$ cat config.mk
export PLATFORM = sky130hd
export DESIGN_NAME = osc_meas_scheduler_flat
export DESIGN_NICKNAME = d
export VERILOG_FILES = /design/src/rtl/osc_meas_scheduler_pkg.sv /design/src/rtl/osc_meas_scheduler_if.sv /design/src/rtl/osc_meas_scheduler_sched_timer.sv /design/src/rtl/osc_meas_scheduler.sv /design/src/flat_wrapper.sv
export SDC_FILE = /design/constraint.sdc
export NUM_CORES = 1
export LEC_CHECK = 0
export ABC_AREA = 1
export CORE_MARGIN = 2
export CORE_UTILIZATION = 44
export CTS_CLUSTER_DIAMETER = 100
export DETAILED_ROUTE_END_ITERATION = 10
export PLACE_DENSITY = 0.76
export SLEW_MARGIN = 30
export SYNTH_ARGS = -nofsm -noshare
export SYNTH_HDL_FRONTEND = slang
export SYNTH_HIERARCHICAL = 1
export SYNTH_SLANG_ARGS = --single-unit
$ cat constraint.sdc
create_clock -name clk -period 2.51 [get_ports clk]
set_clock_uncertainty 0.05 [all_clocks]
set_input_delay 0.502 -clock clk [delete_from_list [all_inputs] [get_ports clk]]
set_output_delay 0.502 -clock clk [all_outputs]
set_load 0.05 [all_outputs]
$ cat src/rtl/osc_meas_scheduler_pkg.sv
// rtl/osc_meas_scheduler_pkg.sv - shared types and constants for the oscillator measurement scheduler
package osc_sched_pkg;

  typedef enum logic [2:0] {
    ST_IDLE,
    ST_SETTLE,
    ST_MEASURE,
    ST_CAPTURE,
    ST_GAP
  } state_e;

  localparam logic [1:0] MODE_ALT  = 2'b00;
  localparam logic [1:0] MODE_INV  = 2'b01;
  localparam logic [1:0] MODE_NAND = 2'b10;

  localparam logic SRC_INV  = 1'b0;
  localparam logic SRC_NAND = 1'b1;

  function automatic int max3(input int a, input int b, input int c);
    int m;
    m = (a > b) ? a : b;
    return (m > c) ? m : c;
  endfunction

  // Down-counter width able to hold N-1 for the longest phase; never below 1 bit.
  function automatic int timer_w(input int max_cyc);
    return (max_cyc > 1) ? $clog2(max_cyc) : 1;
  endfunction

endpackage

$ cat src/rtl/osc_meas_scheduler_if.sv
// rtl/osc_meas_scheduler_if.sv - result buffer handshake towards the averaging/send path
interface osc_meas_scheduler_if #(
  parameter int CNT_W = 16
) ();

  logic [CNT_W-1:0] res_data;
  logic             res_src;
  logic             res_valid;
  logic             res_ready;

  modport master (
    output res_data,
    output res_src,
    output res_valid,
    input  res_ready
  );

  modport slave (
    input  res_data,
    input  res_src,
    input  res_valid,
    output res_ready
  );

endinterface

$ cat src/rtl/osc_meas_scheduler_sched_timer.sv
// rtl/osc_meas_scheduler_sched_timer.sv - loadable phase down-counter with zero flag
module sched_timer #(
  parameter int W = 4
) (
  input  logic         clk,
  input  logic         rst_n,
  input  logic         load,
  input  logic [W-1:0] load_val,
  input  logic         dec,
  output logic         zero
);

  logic [W-1:0] cnt_q, cnt_d;

  // Load wins over decrement; the counter parks at zero.
  always_comb begin
    cnt_d = cnt_q;
    if (load) begin
      cnt_d = load_val;
    end else if (dec && (cnt_q != '0)) begin
      cnt_d = cnt_q - W'(1);
    end
  end

  // Counter register.
  always_ff @(posedge clk or negedge rst_n) begin
    if (!rst_n) begin
      cnt_q <= '0;
    end else begin
      cnt_q <= cnt_d;
    end
  end

  assign zero = (cnt_q == '0);

endmodule

$ cat src/rtl/osc_meas_scheduler.sv
// rtl/osc_meas_scheduler.sv - sequences ring oscillators and edge counter through timed measurements
module osc_meas_scheduler
  import osc_sched_pkg::*;
#(
  parameter int CNT_W      = 16,
  parameter int SETTLE_CYC = 16,
  parameter int WINDOW_CYC = 1000,
  parameter int GAP_CYC    = 8
) (
  input  logic                  clk,
  input  logic                  rst_n,
  input  logic                  run,
  input  logic [1:0]            mode,
  input  logic [CNT_W-1:0]      osc_count,
  output logic                  en_inv_osc,
  output logic                  en_nand_osc,
  output logic                  osc_sel,
  output logic                  cnt_clr,
  output logic                  cnt_en,
  osc_meas_scheduler_if.master  res,
  output logic                  overrun,
  output logic                  busy
);

  localparam int TW = timer_w(max3(SETTLE_CYC, WINDOW_CYC, GAP_CYC));

  state_e           state_q, state_d;
  logic             src_q, src_d;
  logic             next_src_q, next_src_d;
  logic             alt_q, alt_d;
  logic [CNT_W-1:0] data_q, data_d;
  logic             rsrc_q, rsrc_d;
  logic             valid_q, valid_d;
  logic             ovr_q, ovr_d;

  logic             sel_src, sel_alt;
  logic             tmr_load, tmr_dec, tmr_zero;
  logic [TW-1:0]    tmr_val;
  logic             capture;
  logic             handshake;
  logic             osc_on;

  sched_timer #(.W(TW)) u_timer (
    .clk      (clk),
    .rst_n    (rst_n),
    .load     (tmr_load),
    .load_val (tmr_val),
    .dec      (tmr_dec),
    .zero     (tmr_zero)
  );

  // Source for a measurement starting now; only consumed on SETTLE entry.
  always_comb begin
    sel_src = next_src_q;
    sel_alt = 1'b1;
    case (mode)
      MODE_INV: begin
        sel_src = SRC_INV;
        sel_alt = 1'b0;
      end
      MODE_NAND: begin
        sel_src = SRC_NAND;
        sel_alt = 1'b0;
      end
      default: begin
        sel_src = next_src_q;
        sel_alt = 1'b1;
      end
    endcase
  end

  // Phase sequencing; run=0 in an oscillating phase aborts without a result.
  always_comb begin
    state_d    = state_q;
    src_d      = src_q;
    alt_d      = alt_q;
    next_src_d = next_src_q;
    tmr_load   = 1'b0;
    tmr_val    = '0;
    tmr_dec    = 1'b0;
    capture    = 1'b0;
    case (state_q)
      ST_IDLE: begin
        if (run) begin
          state_d  = ST_SETTLE;
          src_d    = sel_src;
          alt_d    = sel_alt;
          tmr_load = 1'b1;
          tmr_val  = TW'(SETTLE_CYC - 1);
        end
      end
      ST_SETTLE: begin
        if (!run) begin
          state_d = ST_IDLE;
        end else if (tmr_zero) begin
          state_d  = ST_MEASURE;
          tmr_load = 1'b1;
          tmr_val  = TW'(WINDOW_CYC - 1);
        end else begin
          tmr_dec = 1'b1;
        end
      end
      ST_MEASURE: begin
        if (!run) begin
          state_d = ST_IDLE;
        end else if (tmr_zero) begin
          state_d = ST_CAPTURE;
        end else begin
          tmr_dec = 1'b1;
        end
      end
      ST_CAPTURE: begin
        if (!run) begin
          state_d = ST_IDLE;
        end else begin
          capture  = 1'b1;
          state_d  = ST_GAP;
          tmr_load = 1'b1;
          tmr_val  = TW'(GAP_CYC - 1);
          if (alt_q) begin
            next_src_d = ~next_src_q;
          end
        end
      end
      ST_GAP: begin
        if (tmr_zero) begin
          if (run) begin
            state_d  = ST_SETTLE;
            src_d    = sel_src;
            alt_d    = sel_alt;
            tmr_load = 1'b1;
            tmr_val  = TW'(SETTLE_CYC - 1);
          end else begin
            state_d = ST_IDLE;
          end
        end else begin
          tmr_dec = 1'b1;
        end
      end
      default: state_d = ST_IDLE;
    endcase
  end

  // One-entry result buffer; a capture into a full, unacknowledged buffer is dropped.
  always_comb begin
    handshake = valid_q & res.res_ready;
    data_d    = data_q;
    rsrc_d    = rsrc_q;
    valid_d   = valid_q;
    ovr_d     = 1'b0;
    if (capture) begin
      if (!valid_q || handshake) begin
        data_d  = osc_count;
        rsrc_d  = src_q;
        valid_d = 1'b1;
      end else begin
        ovr_d = 1'b1;
      end
    end else if (handshake) begin
      valid_d = 1'b0;
    end
  end

  // State and result registers.
  always_ff @(posedge clk or negedge rst_n) begin
    if (!rst_n) begin
      state_q    <= ST_IDLE;
      src_q      <= SRC_INV;
      next_src_q <= SRC_INV;
      alt_q      <= 1'b0;
      data_q     <= '0;
      rsrc_q     <= 1'b0;
      valid_q    <= 1'b0;
      ovr_q      <= 1'b0;
    end else begin
      state_q    <= state_d;
      src_q      <= src_d;
      next_src_q <= next_src_d;
      alt_q      <= alt_d;
      data_q     <= data_d;
      rsrc_q     <= rsrc_d;
      valid_q    <= valid_d;
      ovr_q      <= ovr_d;
    end
  end

  assign osc_on      = (state_q == ST_SETTLE) || (state_q == ST_MEASURE) || (state_q == ST_CAPTURE);
  assign en_inv_osc  = osc_on && (src_q == SRC_INV);
  assign en_nand_osc = osc_on && (src_q == SRC_NAND);
  assign osc_sel     = osc_on && src_q;
  assign cnt_clr     = (state_q == ST_SETTLE);
  assign cnt_en      = (state_q == ST_MEASURE);
  assign busy        = (state_q != ST_IDLE);
  assign overrun     = ovr_q;

  assign res.res_data  = data_q;
  assign res.res_src   = rsrc_q;
  assign res.res_valid = valid_q;

endmodule

$ cat src/flat_wrapper.sv
// flat-port wrapper written by rule: the top's interface ports become plain ports
module osc_meas_scheduler_flat import osc_sched_pkg::*;
#(
  parameter int CNT_W      = 16,
  parameter int SETTLE_CYC = 16,
  parameter int WINDOW_CYC = 1000,
  parameter int GAP_CYC    = 8
)
  (clk, rst_n, run, mode, osc_count, en_inv_osc, en_nand_osc, osc_sel, cnt_clr, cnt_en, overrun, busy, res_res_data, res_res_src, res_res_valid, res_res_ready);
  osc_meas_scheduler_if #(.CNT_W(CNT_W)) res_i ();
  input  logic clk;
  input  logic rst_n;
  input  logic run;
  input  logic [1:0] mode;
  input  logic [CNT_W-1:0] osc_count;
  output logic en_inv_osc;
  output logic en_nand_osc;
  output logic osc_sel;
  output logic cnt_clr;
  output logic cnt_en;
  output logic overrun;
  output logic busy;
  output wire logic [$bits(res_i.res_data)-1:0] res_res_data;
  output wire logic [$bits(res_i.res_src)-1:0] res_res_src;
  output wire logic [$bits(res_i.res_valid)-1:0] res_res_valid;
  input wire logic [$bits(res_i.res_ready)-1:0] res_res_ready;
  assign res_res_data = res_i.res_data;
  assign res_res_src = res_i.res_src;
  assign res_res_valid = res_i.res_valid;
  assign res_i.res_ready = res_res_ready;
  osc_meas_scheduler #(.CNT_W(CNT_W), .SETTLE_CYC(SETTLE_CYC), .WINDOW_CYC(WINDOW_CYC), .GAP_CYC(GAP_CYC)) u_core (.clk(clk), .rst_n(rst_n), .run(run), .mode(mode), .osc_count(osc_count), .en_inv_osc(en_inv_osc), .en_nand_osc(en_nand_osc), .osc_sel(osc_sel), .cnt_clr(cnt_clr), .cnt_en(cnt_en), .res(res_i), .overrun(overrun), .busy(busy));
endmodule
==> qor.txt <==
Flop pwr share: 49.1%
Die Wd: 70.48 microns
H-tree depth: 2
Die Area: 4967 sq um
startpoint types: register
Skew-Pair Late Insertion Delay: 290 ps
share of the synthesized area in the top cell type: 45.05%
most frequent cell after synthesis: nand2_1
Final Setup Violations: 0
P_leak: 1.399 nW
final hold violations: 0
CP cell instances: inv_2 -> nand3_1 -> inv_1 -> clkdlybuf4s50_1
slowest stage cell, crit path: clkdlybuf4s50_1
Synth area leader: dfrtp_1
cell area after synthesis: 1944 sq um
largest net degree at the start of global routing: 36
Area Overhead vs Synth: 34.36%
worst vdd ir: 273.8 uV
Crit Path Max Fanout: 6
slew margin rel.: 65.88%
FMAX: 0.4095 GHz
setup bufs post-CTS: 0
starting density of the core: 45.28%
routed length per placed instance: 11.72 microns
Setup TNS Final: 0 ps
# rows: 24
# IOs: 47
EDFF count, synth: 0
top cells by instance count after synthesis: nand2_1, nand3_1, dfrtp_1
hpwl dp: 3144 microns
CTS Sinks: 35
Root Buffer: clkbuf_8
Clock power frac: 46.1%
Most used DFF post-synth: dfrtp_1
Worst Tran Pin Value: 510.3 ps
share of cells above drive strength 1: 11.46%
largest cells by area after synthesis: dfrtp_1, nand2_1, nand3_1
Post-Route WL: 4291 microns
Seq/Total Area, Yosys: 45.05%
post-route DRC violation count: 0
fin crit period: 2442 ps
IO Port Bufs: 46
Sw Ratio: 19.95%
Chip Height: 70.48 microns
Yosys reg bits: 35
cell area after layout: 2613 sq um
syn avg cell area: 7.507 sq um
post-synth cell types: 29
hold_sp: u_core/res.res_data[4]$_DFFE_PN0P_
drt initial violations: 96
delay of the slowest cell on the worst path: 790 ps
Cells after Synth: 259
max-capacitance violation count: 0
CP startpoint: u_core/state_q[2]$_DFFE_PN0P_
CTS max path bufs: 2
Switch Pwr: 0.0002290 W
Placed Area: 2480 sq um
worst setup path category: reg2out
asr flop ratio synth: 100.0%
vias in the first global route: 1723
status: completed
initial antenna violation count: 0
total CTS buffers: 5
CTS tree: built
grt total ovfl: 0
Int Pwr: 0.0009186 W
global-route wire length before repair: 7424 microns
FF-to-FF Start: u_core/u_timer/cnt_q[0]$_DFFE_PN0P_
synth warn: 6
clk slew on worst S/H paths: 70 ps
router iterations before antenna repair: 4
GRT Overall Usage: 18.71%
syn_nets: 283
vias per std cell: 4.986
Final ANT Viol Nets: 0
core area: 4294 sq um
GPL Wtd Cong: 0.8520
max-slew violation count: 0
CP endpoint kind: output pin
unrepaired setup endpoints after global routing: no
total power per unit cell area: 439.2 nW/um^2
Worst EP required: 1960 ps
combinational power share: 4.8%
routed vias: 1825
antenna diode count: 0
worst hold path class: reg2reg
Worst EP arrival: 1890 ps
Final Cycle Share: 97.28%
Nets: 337
per-layer routing:
layer	part of all wire (%)	global-route usage, %	wire length, microns	vias up
met5	0	0	0	-
met4	1.7	8.120	75	0
met3	7.4	3.752	319	9
met2	46	30.92	1981	61
met1	45	23.66	1915	829
li1	-	-	-	926
cell families after synthesis:
group | Yosys count | synth area share [%]
AND/OR/NAND/NOR | 164 | 38.42
buffers and inverters | 40 | 9.331
flip-flops | 35 | 45.05
AO/OA/AOI/OAI | 16 | 5.277
adder cells (fa/ha/maj) | 2 | 1.287
XOR/XNOR | 1 | 0.4505
other | 1 | 0.1929
cells in the final DEF (no fill, tap or decap), types with 2 or more instances in the layout:
master | synthesis | layout
buf_4 | 1 | 8
clkbuf_8 | 0 | 6
clkdlybuf4s50_1 | 0 | 45
dfrtp_1 | 35 | 35
ha_1 | 2 | 2
inv_1 | 30 | 30
nand2_1 | 93 | 93
nand2_2 | 2 | 2
nand3_1 | 36 | 36
nand3b_1 | 3 | 3
nand4_1 | 4 | 4
nor2_1 | 15 | 15
nor2_2 | 2 | 2
nor3_1 | 2 | 2
o21ai_0 | 8 | 8
o21ai_1 | 2 | 2
o21ai_2 | 6 | 6
worst max-delay path: cells and delay by family (launching register included):
kind	cells	cell delay, ps
flip-flops	1	440
buffers and inverters	3	1020
AND/OR/NAND/NOR	1	140
timing repair:
action / in CTS / in global routing
setup endpoints to repair: 0 / 10
hold buffers: 0 / 0
gates resized for setup: 0 / 3
layout make-up:
cell class	count	area, sq um
Inverter	33	130.1
Clock inverter	2	35.03
Sequential cell	35	875.8
Clock buffer	6	82.58
Fill cell	389	1682
Multi-Input combinational cell	184	900.9
Tap cell	52	65.06
Timing Repair Buffer	54	523.0
state kept, by name, indices dropped and copies added (netlist names):
signal                cells
u_core/res.res_data      16
u_core/next_src_q         1
u_core/res.res_src        1
u_core/res.res_valid      1
u_core/u_timer/cnt_q     10
u_core/src_q              1
u_core/state_q            3
u_core/alt_q              1
u_core/overrun            1
power groups by stage:
stage	sequential, W	combinational (W)	clock [W]
after floorplan	0.000575	0.00000650	0
after global placement	0.000575	0.0000561	0
after detailed placement	0.000575	0.0000558	0
after CTS	0.000563	0.0000563	0.000543
after global routing	0.000563	0.0000612	0.000564
final	0.000564	0.0000549	0.000529
through the flow:
stage | setup WS, ps | hold WS [ps] | std cells | util [%] | total power [W]
2_1_floorplan | 57.67 | 156.4 | 259 | - | 0.0005812
3_3_place_gp | 187.7 | 403.1 | 358 | 57.75 | 0.0006306
3_5_place_dp | 122.0 | 407.9 | 358 | 57.75 | 0.0006303
4_1_cts | 48.45 | 424.6 | 366 | 60.49 | 0.001162
5_1_grt | 0.5578 | 444.9 | 366 | 60.84 | 0.001189
6_report | 68.23 | 420.9 | 366 | 60.84 | 0.001148
path summary, 6_finish.rpt:
path | end | slack (ps) | depth (start not counted)
hold reg to reg | u_core/res.res_data[4]$_DFFE_PN0P_ | 420 | 2
max in group asynchronous | u_core/state_q[2]$_DFFE_PN0P_ | 1520 | 2
hold / removal | u_core/res.res_data[4]$_DFFE_PN0P_ | 420 | 2
setup / recovery | cnt_clr | 70 | 4
setup reg to reg | u_core/u_timer/cnt_q[8]$_DFFE_PN0P_ | 210 | 13
min in group asynchronous | u_core/res.res_data[0]$_DFFE_PN0P_ | 570 | 2
(Power assumes the default switching activity.)
